### config.mk
export PLATFORM = sky130hd
export DESIGN_NAME = param_stack
export DESIGN_NICKNAME = d
export VERILOG_FILES = /design/src/rtl/param_stack.sv
export SDC_FILE = /design/constraint.sdc
export NUM_CORES = 1
export LEC_CHECK = 0
export CAP_MARGIN = 25
export CORE_MARGIN = 4
export CORE_UTILIZATION = 50
export DETAILED_ROUTE_END_ITERATION = 7
export GPL_TIMING_DRIVEN = 1
export PLACE_DENSITY = 0.71
export SYNTH_ARGS = -nofsm -noshare
export SYNTH_HDL_FRONTEND = slang
export SYNTH_SLANG_ARGS = --single-unit
### constraint.sdc
create_clock -name clk -period 2.8 [get_ports clk]
set_clock_uncertainty 0.1 [all_clocks]
set_input_delay 0.84 -clock clk [delete_from_list [all_inputs] [get_ports clk]]
set_output_delay 0.84 -clock clk [all_outputs]
set_load 0.05 [all_outputs]
### src/rtl/param_stack.sv
// Parametrised LIFO stack with a one-request-per-two-cycles control FSM.
// Optional STACK_CLEAR_EN macro adds a 'clear' input that empties the stack from IDLE.
module param_stack #(
  parameter int WIDTH = 8,
  parameter int DEPTH = 8,
  localparam int CW = $clog2(DEPTH + 1)
) (
  input  logic             clk,
  input  logic             reset,
  input  logic             user_push,
  input  logic             user_pop,
  input  logic [WIDTH-1:0] push_data,
`ifdef STACK_CLEAR_EN
  input  logic             clear,
`endif
  output logic             ready,
  output logic             done,
  output logic             pop_valid,
  output logic [WIDTH-1:0] pop_data,
  output logic [WIDTH-1:0] top,
  output logic [CW-1:0]    count,
  output logic             empty,
  output logic             full,
  output logic             overflow,
  output logic             underflow
);
  localparam int AW = $clog2(DEPTH);

  typedef enum logic [2:0] {S_IDLE, S_PUSH, S_POP, S_REPL, S_OVF, S_UNF} state_t;

  state_t           state, state_nxt;
  logic [WIDTH-1:0] mem [DEPTH];
  logic [WIDTH-1:0] data_q;
  logic [AW-1:0]    top_idx, wr_idx;
  logic             clr;

`ifdef STACK_CLEAR_EN
  assign clr = clear;
`else
  assign clr = 1'b0;
`endif

  assign empty   = (count == '0);
  assign full    = (count == CW'(DEPTH));
  // Only meaningful when non-empty / non-full; the FSM never uses them otherwise.
  assign top_idx = AW'(count - CW'(1));
  assign wr_idx  = AW'(count);

  always_ff @(posedge clk) begin
    if (reset) state <= S_IDLE;
    else       state <= state_nxt;
  end

  always_comb begin
    state_nxt = S_IDLE;
    if (state == S_IDLE && !clr) begin
      if (user_push && user_pop) state_nxt = empty ? S_UNF : S_REPL;
      else if (user_pop)         state_nxt = empty ? S_UNF : S_POP;
      else if (user_push)        state_nxt = full  ? S_OVF : S_PUSH;
    end
  end

  always_comb begin
    ready     = 1'b0;
    done      = 1'b0;
    pop_valid = 1'b0;
    overflow  = 1'b0;
    underflow = 1'b0;
    case (state)
      S_IDLE:  ready = 1'b1;
      S_PUSH:  done = 1'b1;
      S_POP:   begin done = 1'b1; pop_valid = 1'b1; end
      S_REPL:  begin done = 1'b1; pop_valid = 1'b1; end
      S_OVF:   overflow = 1'b1;
      S_UNF:   underflow = 1'b1;
      default: ready = 1'b0;
    endcase
  end

  assign pop_data = pop_valid ? mem[top_idx] : '0;
  assign top      = empty ? '0 : mem[top_idx];

  always_ff @(posedge clk) begin
    if (reset) begin
      count  <= '0;
      data_q <= '0;
    end else begin
      case (state)
        S_IDLE: begin
          if (clr)            count  <= '0;
          else if (user_push) data_q <= push_data;
        end
        S_PUSH:  count <= count + CW'(1);
        S_POP:   count <= count - CW'(1);
        default: count <= count;
      endcase
    end
  end

  // Storage is never cleared; reset only suppresses the abandoned write.
  always_ff @(posedge clk) begin
    if (!reset) begin
      if (state == S_PUSH)      mem[wr_idx]  <= data_q;
      else if (state == S_REPL) mem[top_idx] <= data_q;
    end
  end
endmodule

==> results_dict.tcl, run 1 <==
set metrics [dict create \
    status "complete, but fails checks" \
    violations "negative setup slack" \
    gp_congestion 0.799 \
    p_seq_share_pct 28.6 \
    worst_pin_slew_ps 510 \
    worstReg2RegEnd "mem[0][2]$_DFFE_PP_" \
    netlist_instances 246 \
    async_reset_ff_share_pct 0 \
    ys.warnings.count 0 \
    endpoint "pop_data[6]" \
    cp.arrival_ps 1870 \
    synth_top_area_cell "edfxtp_1" \
    routed_wl_mm 7.00 \
    p_sw_mw 2.10 \
    drt.antenna.violating_nets 0 \
    layout-drive-gt1-share_pct 41.9 \
    fin_cells 385 \
    dieArea_um2 8230 \
    yosys-top-cells-area "edfxtp_1, mux4_2, dfxtp_1" \
    drtIter0Drc 163 \
    htree_levels 3 \
    finalPower_mw 5.25 \
    worstSkewPairLatency_ps 330 \
    vias_per_cell 5.57 \
    die_w_um 90.7 \
    ys_types 37 \
    syn_to_final_growth_pct 37.9 \
    pwr-share-comb_pct 54.3 \
    r2r_slack_ps 880 \
    hpwl_mm 4.92 \
    dp.cells 364 \
    reg2reg_from "state[1]$_SDFF_PP0_" \
    grt_first_pass_wirelength_mm 11.4 \
    reg2reg_depth 6 \
    power_density_nw_per_um2 1110 \
    synth-seq-cells 79 \
    num_rows 29 \
    cts_buffer_depth 2 \
    die_h_um 90.7 \
    fillers 417 \
    layout_setup_ws_ps -8.30 \
    drv_slew 0 \
    drc 0 \
    port_buffers 38 \
    antenna_found_initial 0 \
    yosysMostFrequentCell "edfxtp_1" \
    grt_overflow 0 \
    internal_power_mw 3.16 \
    cellLeakagePower_nw 1.66 \
    min_path_type "flop to flop" \
    cts-root-buf "clkbuf_8" \
    dr.pass1.iters 4 \
    ios 39 \
    core_um2 6490 \
    cap_violations 0 \
    final.setup.tns_ps -29.0 \
    start_kind "flop" \
    hold_viol 0 \
    crit_start "count[0]$_SDFFE_PP0P_" \
    worstPathRequired_ps 1860 \
    slew_headroom_pct 65.9 \
    cts_inserted_buffers 9 \
    clkSlewWorstSetupHoldPaths_ps 80 \
    final_nets 317 \
    first_global_vias 2130 \
    syn-cell-area_um2 3420 \
    finalSetupViolCount 5 \
    cts_hold_buffers 0 \
    p_sw_share_pct 39.9 \
    synth_top_area_share_pct 56.1 \
    fin_crit_sh_pct 100 \
    crit_top_cell "buf_12" \
    finalCriticalPeriod_ps 2810 \
    cp_cell_sequence "inv_6 -> ha_4 -> buf_12 -> mux4_2 -> nand2_4 -> a21oi_4 -> buf_12" \
    crit_type "flop to primary output" \
    fmax_mhz 356 \
    dpl_worst_slack_ps 134 \
    synth_common_cells "edfxtp_1, nand2_1, a21oi_1, nor2_1" \
    cpMaxStageDelayCell "dfxtp_4" \
    vias 2145 \
    seq_area_frac_synth_pct 64.9 \
    start_util_pct 52.7 \
    clock_power_share_pct 17.1 \
    slowest_delay_ps 390 \
    peakVddDrop_uv 561 \
    grt_usage_pct 17.9 \
    cts_num_sinks 79 \
    rsz0062_at_grt "yes" \
    hold_depth 0 \
    wl_per_cell_um 18.2 \
    worst_setup_path_end_kind "primary output" \
    synth_edf_count 64 \
    grt_max_degree 16 \
    num_antenna_cells 0 \
    avgSynthCellArea_um2 13.9 \
    syn_nets 260 \
    cp_max_fo 11 \
    tritoncts "built" \
    synth-main-ff-cell "edfxtp_1" \
]
-- through the flow --
step | area [um2] | utilization, % | hold slack, ps
6_report | 4720 | 72.7 | 492
5_1_grt | 4720 | 72.7 | 520
4_1_cts | 4690 | 72.2 | 496
3_5_place_dp | 4350 | 67.0 | 485
3_3_place_gp | 4350 | 67.0 | 437
2_1_floorplan | 3690 | - | 395
-- power by group through the flow --
| stage | logic (mW) | registers, mW | clock network, mW |
|---|---|---|---|
| 2_1_floorplan | 1.77 | 1.52 | 0 |
| 3_3_place_gp | 2.46 | 1.54 | 0 |
| 3_5_place_dp | 2.50 | 1.55 | 0 |
| 4_1_cts | 2.79 | 1.50 | 0.918 |
| 5_1_grt | 3.01 | 1.52 | 0.988 |
| 6_report | 2.85 | 1.50 | 0.901 |
-- placed cells by master, fill, tap and decap left out, types with 13 or more instances in the layout --
master           synthesis  routed
nand2_4                  0      16
buf_4                    1      21
nand2_1                 45      20
a21oi_1                 22      14
clkdlybuf4s50_1          0      14
mux4_2                  15      16
dfxtp_1                 15      13
edfxtp_1                64      64
nor2_1                  16      16
buf_12                   1      22
-- routing by layer --
layer	routed length, um	GRT usage [%]	share of wire (%)	vias up
met5	0	0	0	-
met4	61	5.74	0.87	0
met3	299	2.25	4.3	7
met2	3460	28.5	49	54
met1	3180	25.8	45	1057
li1	-	-	-	1027
-- worst min path at each step --
stage,from,to,slack [ps]
floorplan,data_q[7]$_SDFFE_PP0P_,data_q[7]$_SDFFE_PP0P_,390
global placement,data_q[1]$_SDFFE_PP0P_,data_q[1]$_SDFFE_PP0P_,440
detailed placement,data_q[5]$_SDFFE_PP0P_,data_q[5]$_SDFFE_PP0P_,490
CTS,data_q[2]$_SDFFE_PP0P_,data_q[2]$_SDFFE_PP0P_,500
global route,data_q[7]$_SDFFE_PP0P_,mem[2][7]$_DFFE_PP_,520
finish,data_q[1]$_SDFFE_PP0P_,mem[4][1]$_DFFE_PP_,490
-- final cells by class --
class	instances	area [um2]	share of cell area [%]
tap	77	96.3	2.04
timing repair buffer	59	761	16.1
clock inverter	7	96.3	2.04
inverter	3	16.3	0.345
sequential	79	2230	47.2
multi-input combinational	151	1400	29.6
clock buffer	9	124	2.62
-- logic make-up (layout without fill, tap and decap cells) --
kind of cell	count (synthesis)	after routing	synth area share (%)
compound gates	35	35	5.19
xor+xnor	6	6	1.97
fa+ha+maj	2	2	0.731
buf+inv	16	78	3.03
flops	79	79	64.9
mux	17	17	11.0
simple gates	91	91	13.2
-- timing repair --
action,in CTS,in global routing
setup buffers,4,1
gates resized for setup,17,4
setup endpoints to repair,17,16
pin swaps,11,4
-- registers in the layout, summed over array words and instances (netlist names) --
name	cells
state	3
mem	64
count	4
data_q	8
-- critical path, delay by kind of cell (launching register included) --
| family | cells | cell delay (ps) |
|---|---|---|
| AOI/OAI and AO/OA | 1 | 70 |
| buffers and inverters | 3 | 330 |
| DFF | 1 | 390 |
| and+or+nand+nor | 1 | 110 |
| muxes | 1 | 350 |
| adders and majority gates | 1 | 280 |
No activity file was read; power rests on OpenSTA's default activity.
==> inputs of run 2 (changes only) <==
--- a/config.mk
+++ b/config.mk
@@ -11,6 +11,8 @@
 export DETAILED_ROUTE_END_ITERATION = 7
 export GPL_TIMING_DRIVEN = 1
 export PLACE_DENSITY = 0.71
+export RECOVER_POWER = 100
+export SLEW_MARGIN = 20
 export SYNTH_ARGS = -nofsm -noshare
 export SYNTH_HDL_FRONTEND = slang
 export SYNTH_SLANG_ARGS = --single-unit
==> run 2 against run 1 <==
Compared with the run above: routed wire length up 0.77%; via count down 0.23%; final cell count unchanged; the run still ends with negative setup slack left; power down 0.51%; largest cell class unchanged; register-to-register slack worse by 260 ps; worst hold slack worse by 1.3 ps; sequential share of layout area up 0.53 points; die area unchanged; largest power group unchanged; clock-buffer cell count unchanged; fmax down 0.14%.
==> results_dict.tcl, run 2 (synthesis gave the netlist of run 1 again) <==
set metrics [dict create \
    vias 2140 \
    finalPower_mw 5.23 \
    fillers 432 \
    grt_usage_pct 17.9 \
    start_kind "flop" \
    routed_wl_mm 7.05 \
    htree_levels 3 \
    cts_buffer_depth 2 \
    finalCriticalPeriod_ps 2810 \
    final_nets 317 \
    num_rows 29 \
    peakVddDrop_uv 558 \
    status "complete, but fails checks" \
    clkSlewWorstSetupHoldPaths_ps 80 \
    p_sw_share_pct 40.1 \
    power_density_nw_per_um2 1120 \
    worst_pin_slew_ps 757 \
    port_buffers 38 \
    timing.hold.ws_ps 491 \
    reg2reg_from "state[1]$_SDFF_PP0_" \
    rsz0062_at_grt "yes" \
    grt_first_pass_wirelength_mm 11.4 \
    top_register "mem" \
    cp_max_fo 11 \
    dieArea_um2 8230 \
    die_w_um 90.7 \
    cp.arrival_ps 1870 \
    largest_reg_flops 64 \
    internal_power_mw 3.13 \
    drv_slew 0 \
    vias_per_cell 5.56 \
    worst_setup_path_end_kind "primary output" \
    reg2reg_depth 6 \
    grt_max_degree 16 \
    p_sw_mw 2.10 \
    worstSkewPairLatency_ps 330 \
    fin_crit_sh_pct 100 \
    cellLeakagePower_nw 1.62 \
    final_common_cell "edfxtp_1" \
    biggestRegsByFlops "mem: 64 flops, data_q: 8 flops, count: 4 flops" \
    crit_start "count[0]$_SDFFE_PP0P_" \
    worstPathRequired_ps 1860 \
    gp_congestion 0.799 \
    cap_violations 0 \
    hold_viol 0 \
    wl_per_cell_um 18.3 \
    cts_inserted_buffers 9 \
    dr.pass1.iters 4 \
    drt.antenna.violating_nets 0 \
    drtIter0Drc 178 \
    die_h_um 90.7 \
    drc 0 \
    finalSetupViolCount 6 \
    final_cell_mix "edfxtp_1, buf_12, nand2_1" \
    first_global_vias 2130 \
    core_um2 6490 \
    final.setup.tns_ps -45.0 \
    tritoncts "built" \
    hold_path_startpoint "data_q[1]$_SDFFE_PP0P_" \
    num_antenna_cells 0 \
    layout_setup_ws_ps -12.3 \
    ios 39 \
    cts_num_sinks 79 \
    fmax_mhz 356 \
    syn_to_final_growth_pct 36.3 \
    slew_headroom_pct 49.4 \
    pwr-share-comb_pct 54.0 \
    violations "negative setup slack" \
    start_util_pct 52.7 \
    antenna_found_initial 0 \
    clock_power_share_pct 17.3 \
    p_seq_share_pct 28.7 \
    cts-root-buf "clkbuf_8" \
    crit_type "flop to primary output" \
    hold_depth 0 \
    layout-drive-gt1-share_pct 39.0 \
    min_path_type "flop to flop" \
    hpwl_mm 4.92 \
    grt_overflow 0 \
]
[run 2: path summary, 6_finish.rpt]
kind / slack [ps] / to
max reg2reg: 620 / mem[4][3]$_DFFE_PP_
min: 490 / mem[4][1]$_DFFE_PP_
max: -10 / pop_data[6]
min reg2reg: 490 / mem[4][1]$_DFFE_PP_
[run 2: worst max-delay path, cell delays in order (launching register included)]
cell and delay [ps]:
dfxtp_4 390, inv_6 50, ha_4 280, buf_12 130, mux4_2 350, nand2_4 120, a21oi_4 70, buf_12 150
[run 2: power by group through the flow]
stage	registers, mW	clock network (mW)	logic, mW
after detailed placement	1.55	0	2.50
after CTS	1.50	0.918	2.79
after global placement	1.54	0	2.46
after floorplan	1.52	0	1.77
final	1.50	0.904	2.82
after global routing	1.51	0.988	2.98
[run 2: final cells by class]
cell class / count / area [um2] / area share, %
inverters: 3 / 16.3 / 0.349
well taps: 77 / 96.3 / 2.06
multi-input cells: 151 / 1390 / 29.8
clock inverters: 7 / 96.3 / 2.06
flip-flops and latches: 79 / 2230 / 47.7
repair buffers: 59 / 717 / 15.4
clock buffers: 9 / 124 / 2.65
[run 2: per-stage QoR]
stage	setup slack (ps)	area (um2)	cells	utilization [%]
after floorplan	8.94	3690	246	-
after detailed placement	134	4350	364	67.0
after CTS	-25.2	4690	384	72.2
final	-12.3	4670	385	71.9
after global routing	-85.1	4670	385	71.9
after global placement	156	4350	364	67.0
[run 2: routing by layer]
layer / share of wire, % / up-vias / track usage [%]
met5: 0 / - / 0
met4: 0.86 / 0 / 5.74
met3: 3.8 / 7 / 2.25
met2: 49 / 50 / 28.5
met1: 46 / 1059 / 25.8
li1: - / 1024 / -
[run 2: repair_timing]
action,CTS,global route
setup buffers,4,1
resized for setup,17,4
hold buffers,0,0
pin swaps,11,4
endpoints found under the setup margin,17,16
endpoints found under the hold margin,0,0
